`src/rtl/uart_tx_scheduler_pkg.sv`:
```
// Shared definitions for the UART transmit scheduler: FSM state encoding,
// legal parameter ranges and small helpers used by the scheduler files.
package uart_tx_scheduler_pkg;

    typedef enum logic [1:0] {
        SYNC      = 2'd0,
        IDLE      = 2'd1,
        ISSUE     = 2'd2,
        WAIT_DONE = 2'd3
    } schedState_t;

    localparam int MIN_NUM_REQ       = 2;
    localparam int MAX_NUM_REQ       = 8;
    localparam int MIN_MEMORY_LENGTH = 1;

    // True when the requester count and message length are in the supported range.
    function automatic bit paramsValid(input int numReq, input int memoryLength);
        return (numReq >= MIN_NUM_REQ) && (numReq <= MAX_NUM_REQ) &&
               (memoryLength >= MIN_MEMORY_LENGTH);
    endfunction

    // Next requester index after idx, wrapping back to 0 past the last requester.
    function automatic int wrapIncrement(input int idx, input int numReq);
        return (idx + 1 >= numReq) ? 0 : idx + 1;
    endfunction

endpackage

```
`src/rtl/uart_tx_scheduler_if.sv`:
```
// Bundle of the requester-side and transmitter-side signals of the scheduler.
// The master modport is the scheduler itself; the slave modport is the
// surrounding system (message sources plus the UART transmitter).
interface uart_tx_scheduler_if
    import uart_tx_scheduler_pkg::*;
#(
    parameter int NUM_REQ       = 3,
    parameter int MEMORY_LENGTH = 4
);

    logic [NUM_REQ-1:0]                 req_valid;
    logic [NUM_REQ*MEMORY_LENGTH*8-1:0] req_data;
    logic [NUM_REQ-1:0]                 req_ack;
    logic [MEMORY_LENGTH*8-1:0]         tx_data;
    logic                               tx_ready;
    logic                               tx_done;
    logic                               busy;
    logic [$clog2(NUM_REQ)-1:0]         grant_id;

    modport master (
        input  req_valid,
        input  req_data,
        input  tx_done,
        output req_ack,
        output tx_data,
        output tx_ready,
        output busy,
        output grant_id
    );

    modport slave (
        output req_valid,
        output req_data,
        output tx_done,
        input  req_ack,
        input  tx_data,
        input  tx_ready,
        input  busy,
        input  grant_id
    );

endinterface

```
`src/rtl/uart_tx_scheduler_rr_arbiter.sv`:
```
// Combinational round-robin arbiter: starting at ptr and wrapping upward,
// the first active request wins. Produces a one-hot grant plus its index.
module rr_arbiter #(
    parameter int NUM_REQ = 3
) (
    input  logic [NUM_REQ-1:0]         req,
    input  logic [$clog2(NUM_REQ)-1:0] ptr,
    output logic [NUM_REQ-1:0]         grant,
    output logic [$clog2(NUM_REQ)-1:0] grantIdx,
    output logic                       anyReq
);

    localparam int IDX_W = $clog2(NUM_REQ);

    int               cand;
    logic [IDX_W-1:0] candIdx;

    // Walk the requesters in priority order beginning at ptr and keep the first hit.
    always_comb begin
        grant    = '0;
        grantIdx = '0;
        anyReq   = 1'b0;
        cand     = 0;
        candIdx  = '0;
        for (int i = 0; i < NUM_REQ; i++) begin
            cand = int'(ptr) + i;
            if (cand >= NUM_REQ) begin
                cand = cand - NUM_REQ;
            end
            candIdx = IDX_W'(cand);
            if (!anyReq && req[candIdx]) begin
                anyReq         = 1'b1;
                grant[candIdx] = 1'b1;
                grantIdx       = candIdx;
            end
        end
    end

endmodule

```
`src/rtl/uart_tx_scheduler.sv`:
```
// Shares one multi-byte UART transmitter among several message sources.
// A round-robin winner's message is latched and handed to the transmitter;
// completion (data_written rising again) returns a one-cycle ack to the winner.
module uart_tx_scheduler
    import uart_tx_scheduler_pkg::*;
#(
    parameter int NUM_REQ       = 3,
    parameter int MEMORY_LENGTH = 4,
    parameter int SYNC_CYCLES   = 28000000
) (
    input  logic                 clk,
    input  logic                 rst,
    uart_tx_scheduler_if.master  bus
);

    localparam int IDX_W = $clog2(NUM_REQ);
    localparam int MSG_W = MEMORY_LENGTH * 8;
    localparam int CNT_W = $clog2(SYNC_CYCLES + 1);
    localparam logic [CNT_W-1:0] SYNC_LAST = CNT_W'(SYNC_CYCLES - 1);

    if (!paramsValid(NUM_REQ, MEMORY_LENGTH)) begin : gParamCheck
        $error("uart_tx_scheduler: NUM_REQ must be 2..8 and MEMORY_LENGTH at least 1");
    end

    schedState_t       state;
    schedState_t       nextState;
    logic              txReady;
    logic [CNT_W-1:0]  syncCount;
    logic [MSG_W-1:0]  txData;
    logic [MSG_W-1:0]  winData;
    logic [IDX_W-1:0]  rrPtr;
    logic [IDX_W-1:0]  grantId;
    logic [IDX_W-1:0]  winIdx;
    logic [NUM_REQ-1:0] winOneHot;
    logic [NUM_REQ-1:0] reqAck;
    logic              anyReq;

    rr_arbiter #(
        .NUM_REQ (NUM_REQ)
    ) uArbiter (
        .req      (bus.req_valid),
        .ptr      (rrPtr),
        .grant    (winOneHot),
        .grantIdx (winIdx),
        .anyReq   (anyReq)
    );

    // Select the winning requester's message with an AND-OR mux on the one-hot grant.
    always_comb begin
        winData = '0;
        for (int i = 0; i < NUM_REQ; i++) begin
            if (winOneHot[i]) begin
                winData = winData | bus.req_data[i*MSG_W +: MSG_W];
            end
        end
    end

    // State register; reset always lands in SYNC so a transfer left running is never disturbed.
    always_ff @(posedge clk) begin
        if (rst) begin
            state <= SYNC;
        end else begin
            state <= nextState;
        end
    end

    // Next-state decode and the data_ready strobe, which is only raised in ISSUE.
    always_comb begin
        nextState = state;
        txReady   = 1'b0;
        case (state)
            SYNC: begin
                if (bus.tx_done || (syncCount == SYNC_LAST)) begin
                    nextState = IDLE;
                end
            end
            IDLE: begin
                if (anyReq) begin
                    nextState = ISSUE;
                end
            end
            ISSUE: begin
                txReady = 1'b1;
                if (!bus.tx_done) begin
                    nextState = WAIT_DONE;
                end
            end
            WAIT_DONE: begin
                if (bus.tx_done) begin
                    nextState = IDLE;
                end
            end
            default: begin
                nextState = SYNC;
            end
        endcase
    end

    // SYNC timeout counter, only running while waiting for the transmitter to settle.
    always_ff @(posedge clk) begin
        if (rst) begin
            syncCount <= '0;
        end else if ((state == SYNC) && (nextState == SYNC)) begin
            syncCount <= syncCount + 1'b1;
        end else begin
            syncCount <= '0;
        end
    end

    // Latch the winner's message and index; tx_data must stay stable until completion.
    always_ff @(posedge clk) begin
        if (rst) begin
            txData  <= '0;
            grantId <= '0;
        end else if ((state == IDLE) && anyReq) begin
            txData  <= winData;
            grantId <= winIdx;
        end
    end

    // On completion pulse the winner's ack and move priority to the next requester.
    always_ff @(posedge clk) begin
        if (rst) begin
            reqAck <= '0;
            rrPtr  <= '0;
        end else begin
            reqAck <= '0;
            if ((state == WAIT_DONE) && bus.tx_done) begin
                reqAck <= NUM_REQ'(1) << grantId;
                rrPtr  <= IDX_W'(wrapIncrement(int'(grantId), NUM_REQ));
            end
        end
    end

    assign bus.tx_ready = txReady & ~rst;
    assign bus.busy     = rst | (state != IDLE);
    assign bus.tx_data  = txData;
    assign bus.req_ack  = reqAck;
    assign bus.grant_id = grantId;

endmodule

```
`src/flat_wrapper.sv`:
```
// flat-port wrapper written by rule: the top's interface ports become plain ports
module uart_tx_scheduler_flat import uart_tx_scheduler_pkg::*;
#(
    parameter int NUM_REQ       = 3,
    parameter int MEMORY_LENGTH = 4,
    parameter int SYNC_CYCLES   = 28000000
)
  (clk, rst, bus_req_valid, bus_req_data, bus_tx_done, bus_req_ack, bus_tx_data, bus_tx_ready, bus_busy, bus_grant_id);
  uart_tx_scheduler_if #(.NUM_REQ(NUM_REQ), .MEMORY_LENGTH(MEMORY_LENGTH)) bus_i ();
  input  logic clk;
  input  logic rst;
  input wire logic [$bits(bus_i.req_valid)-1:0] bus_req_valid;
  input wire logic [$bits(bus_i.req_data)-1:0] bus_req_data;
  input wire logic [$bits(bus_i.tx_done)-1:0] bus_tx_done;
  output wire logic [$bits(bus_i.req_ack)-1:0] bus_req_ack;
  output wire logic [$bits(bus_i.tx_data)-1:0] bus_tx_data;
  output wire logic [$bits(bus_i.tx_ready)-1:0] bus_tx_ready;
  output wire logic [$bits(bus_i.busy)-1:0] bus_busy;
  output wire logic [$bits(bus_i.grant_id)-1:0] bus_grant_id;
  assign bus_i.req_valid = bus_req_valid;
  assign bus_i.req_data = bus_req_data;
  assign bus_i.tx_done = bus_tx_done;
  assign bus_req_ack = bus_i.req_ack;
  assign bus_tx_data = bus_i.tx_data;
  assign bus_tx_ready = bus_i.tx_ready;
  assign bus_busy = bus_i.busy;
  assign bus_grant_id = bus_i.grant_id;
  uart_tx_scheduler #(.NUM_REQ(NUM_REQ), .MEMORY_LENGTH(MEMORY_LENGTH), .SYNC_CYCLES(SYNC_CYCLES)) u_core (.clk(clk), .rst(rst), .bus(bus_i));
endmodule
```
`config.mk`:
```
export PLATFORM = sky130hd
export DESIGN_NAME = uart_tx_scheduler_flat
export DESIGN_NICKNAME = d
export VERILOG_FILES = /design/src/rtl/uart_tx_scheduler_pkg.sv /design/src/rtl/uart_tx_scheduler_if.sv /design/src/rtl/uart_tx_scheduler_rr_arbiter.sv /design/src/rtl/uart_tx_scheduler.sv /design/src/flat_wrapper.sv
export SDC_FILE = /design/constraint.sdc
export NUM_CORES = 1
export LEC_CHECK = 0
export BUFFER_PORTS_ARGS = -buffer_cell sky130_fd_sc_hd__buf_2
export CAP_MARGIN = 0
export CORE_MARGIN = 4
export CORE_UTILIZATION = 40
export DETAILED_ROUTE_END_ITERATION = 16
export HOLD_SLACK_MARGIN = 0.12
export PLACE_DENSITY = 0.64
export SLEW_MARGIN = 15
export SYNTH_ARGS = -nofsm -noshare
export SYNTH_HDL_FRONTEND = slang
export SYNTH_SLANG_ARGS = --single-unit
```
`constraint.sdc`:
```
create_clock -name clk -period 2.5 [get_ports clk]
set_input_delay 0.625 -clock clk [delete_from_list [all_inputs] [get_ports clk]]
set_output_delay 0.625 -clock clk [all_outputs]
set_load 0.01 [all_outputs]
```
==> flow_summary.yaml <==
flow_run:
  maxCapViolCount: 0
floorplanning:
  num_rows: 34
  fp.dieW_um: 103.7
  die-area_um2: 10750
  start_util: 0.4157
  core_area_um2: 8806
  die_h_um: 103.7
  ioPinCount: 141
critical_path:
  crit_chain: "inv_1 -> ha_2 -> mux2i_1 -> o21ai_0 -> or3_4 -> nand2b_2 -> buf_12 -> a221oi_1 -> a211oi_1"
  ff2ff_setup_slack_ns: 0.18
  startpoint_type: "flop"
  path_delay_family: "simple AND/OR/NAND/NOR gates"
  cp_slowest_cell: "ha_2"
  cp_num_buf_inv: 2
  cp.arrival_ns: 2.57
  cp.required_ns: 2.75
  cp_max_fo: 26
  setup.worst_path.end_class: "flop"
  critical_path_class: "flop to flop"
  slowest_delay_ns: 0.44
placement:
  io_buffers: 140
  globalplace.congestion: 0.8899
  dp_hpwl_um: 7655
  placedCellCount: 624
  place_area_um2: 4462
  dp_slack_ns: 0.08196
logic_synthesis:
  synth_nets: 497
  synth_common_cells: "dfxtp_1, nor2_1, nand2_1"
  synthesis.area_um2: 3661
  synth.distinct_cells: 45
  syn_inst: 390
  yosys_warnings: 0
  syn_area_per_cell_um2: 9.387
  synth.area.top_cells: "dfxtp_1, a221oi_2, a211oi_2"
  ys_async_sr_fraction: 0
  ys_seq_area_frac: 0.3609
  ys.flop_type: "dfxtp_1"
  synth_edf_count: 0
  ys_seq_elements: 66
  yosysMostFrequentCell: "dfxtp_1"
  netlist.area_leader.share: 0.3609
  synth_top_area_cell: "dfxtp_1"
sta:
  fin_crit_sh: 0.9291
  hold_viol: 0
  fin_tns_setup_ns: 0
  final_max_slew_viol_count: 0
  setup_viol: 0
  worstMarginPinSlew_ns: 0.5322
  max_freq_ghz: 0.4305
  slew-limit-headroom: 0.6452
  finalWorstSetupSlack_ns: 0.1771
  rsz0062_at_grt: "false"
  fin_crit_ns: 2.323
  skew_ns: 0.009377
global_routing:
  grt_max_degree: 34
  grt_pass1_vias: 3467
  grt_pass1_wl_um: 17290
  gr-total-overflow: 0
  grtUsageTotal: 0.1930
  antenna_found_initial: 1
power_and_ir_drop:
  ir_drop_uv: 369.3
  p_leak_nw: 1.935
  powerDensity_nw_per_um2: 604.4
  total_power_w: 0.002837
clock_tree:
  clkTransAtPathRegs_ns: 0.08
  root_buffer: "clkbuf_8"
  cts_sinks: 66
  cts_buffers: 9
  cts_htree_levels: 3
  cts_max_path_buffers: 2
  cts_tree: "built"
  clk_latency_ns: 0.34
layout:
  stdcell_count: 640
  layout-drive-gt1-share: 0.4455
  design_area_um2: 4693
  antennaDiodeCount: 0
  area_delta_synth_final_pct: 28.20
  nNetsFinal: 634
  nFillCells: 825
routing:
  wire_per_inst_um: 16.14
  num_vias: 3451
  wl_um: 10330
  drc_errors: 0
  postRouteAntennaNets: 0
  first_pass_iters: 4
  drtIter0Drc: 101
  via_per_inst: 5.392
outcome:
  outcome: "finished clean"
worst_hold_path:
  holdCritPathClass: "flop to flop"
layer usage:
layer  track usage  part of all wire  vias to the layer above
li1              -                 -                     1698
met1        0.2277              0.43                     1623
met2        0.3383              0.48                      116
met3       0.05659             0.071                       12
met4       0.05888             0.010                        2
met5             0            0.0012                        -
worst register-to-register path: cells and delay by family (launching register included):
kind / cells / cell delay [ns]
and+or+nand+nor: 2 / 0.49
AOI/OAI and AO/OA: 3 / 0.45
adders and majority gates: 1 / 0.44
DFF: 1 / 0.38
buffers and inverters: 2 / 0.29
muxes: 1 / 0.20
cells by family (layout without fill, tap and decap cells):
group,count (synthesis),in the layout,share of synthesized area
buf+inv,33,175,0.06494
simple gates,165,165,0.2139
mux,7,7,0.01948
flops,66,66,0.3609
fa+ha+maj,5,5,0.01709
xor+xnor,18,18,0.04306
compound gates,96,96,0.2806
area by class of cell:
class                   instances  area, µm²  area share
multi-input cells             291       2152      0.4585
flip-flops and latches         66       1321      0.2815
inverters                       7      26.28    0.005599
well taps                     108      135.1     0.02879
clock inverters                 4      50.05     0.01066
clock buffers                  12      155.1     0.03306
repair buffers                152      853.3      0.1818
registers in the layout, summed over array words and instances, names as in the netlist:
| name | count |
|---|---|
| u_core.bus.tx_data | 32 |
| u_core.syncCount | 25 |
| u_core.bus.req_ack | 3 |
| u_core.bus.grant_id | 2 |
| u_core.rrPtr | 2 |
| u_core.state | 2 |
power by group:
| group | total [W] | internal [W] | switching (W) |
|---|---|---|---|
| clock | 0.000920 | 0.000514 | 0.000406 |
| combinational | 0.000731 | 0.000321 | 0.000410 |
| sequential | 0.00119 | 0.00113 | 0.0000511 |
| total | 0.00284 | 0.00197 | 0.000867 |
worst paths after layout:
path	from	endpoint	cells after the start
hold reg to reg	u_core.syncCount[0]	u_core.syncCount[0]	1
setup reg to reg	u_core.rrPtr[0]	u_core.bus.tx_data[26]	9
hold / removal	u_core.syncCount[0]	u_core.syncCount[0]	1
setup / recovery	u_core.rrPtr[0]	u_core.bus.tx_data[26]	9
through the flow:
step | hold slack [ns] | utilization
2_1_floorplan | 0.4297 | -
3_3_place_gp | 0.4515 | 0.5067
3_5_place_dp | 0.4708 | 0.5067
4_1_cts | 0.4889 | 0.5300
5_1_grt | 0.5148 | 0.5330
6_report | 0.4820 | 0.5330
layout by cell type (no fill, tap or decap), types with 2 or more instances in the layout:
master / n
clkbuf_8: 11
buf_4: 7
nand2_1: 44
nor4_1: 3
and3_1: 5
nor2_1: 62
xnor2_1: 8
and4_1: 2
a221oi_2: 27
a221oi_1: 6
nand3_1: 12
and2_1: 2
a21oi_1: 12
nor4b_1: 3
nor2b_1: 2
dfxtp_1: 66
ha_1: 3
xor2_1: 10
nand4_1: 7
buf_2: 140
buf_12: 5
inv_1: 7
a211oi_2: 27
mux2i_2: 2
a211oi_1: 5
clkinvlp_4: 2
nand3b_1: 4
a22oi_1: 2
nor3b_1: 3
or3_1: 6
mux2i_1: 4
nor3_1: 2
ha_2: 2
o21ai_0: 8
nand2b_1: 3
timing repair:
item / 4_1_cts / 5_1_grt
endpoints found under the setup margin: 0 / 32
resized for setup: 0 / 6
setup buffers: 0 / 0
hold buffers: 0 / 0
Note: power is estimated with default switching activity, not from simulation.
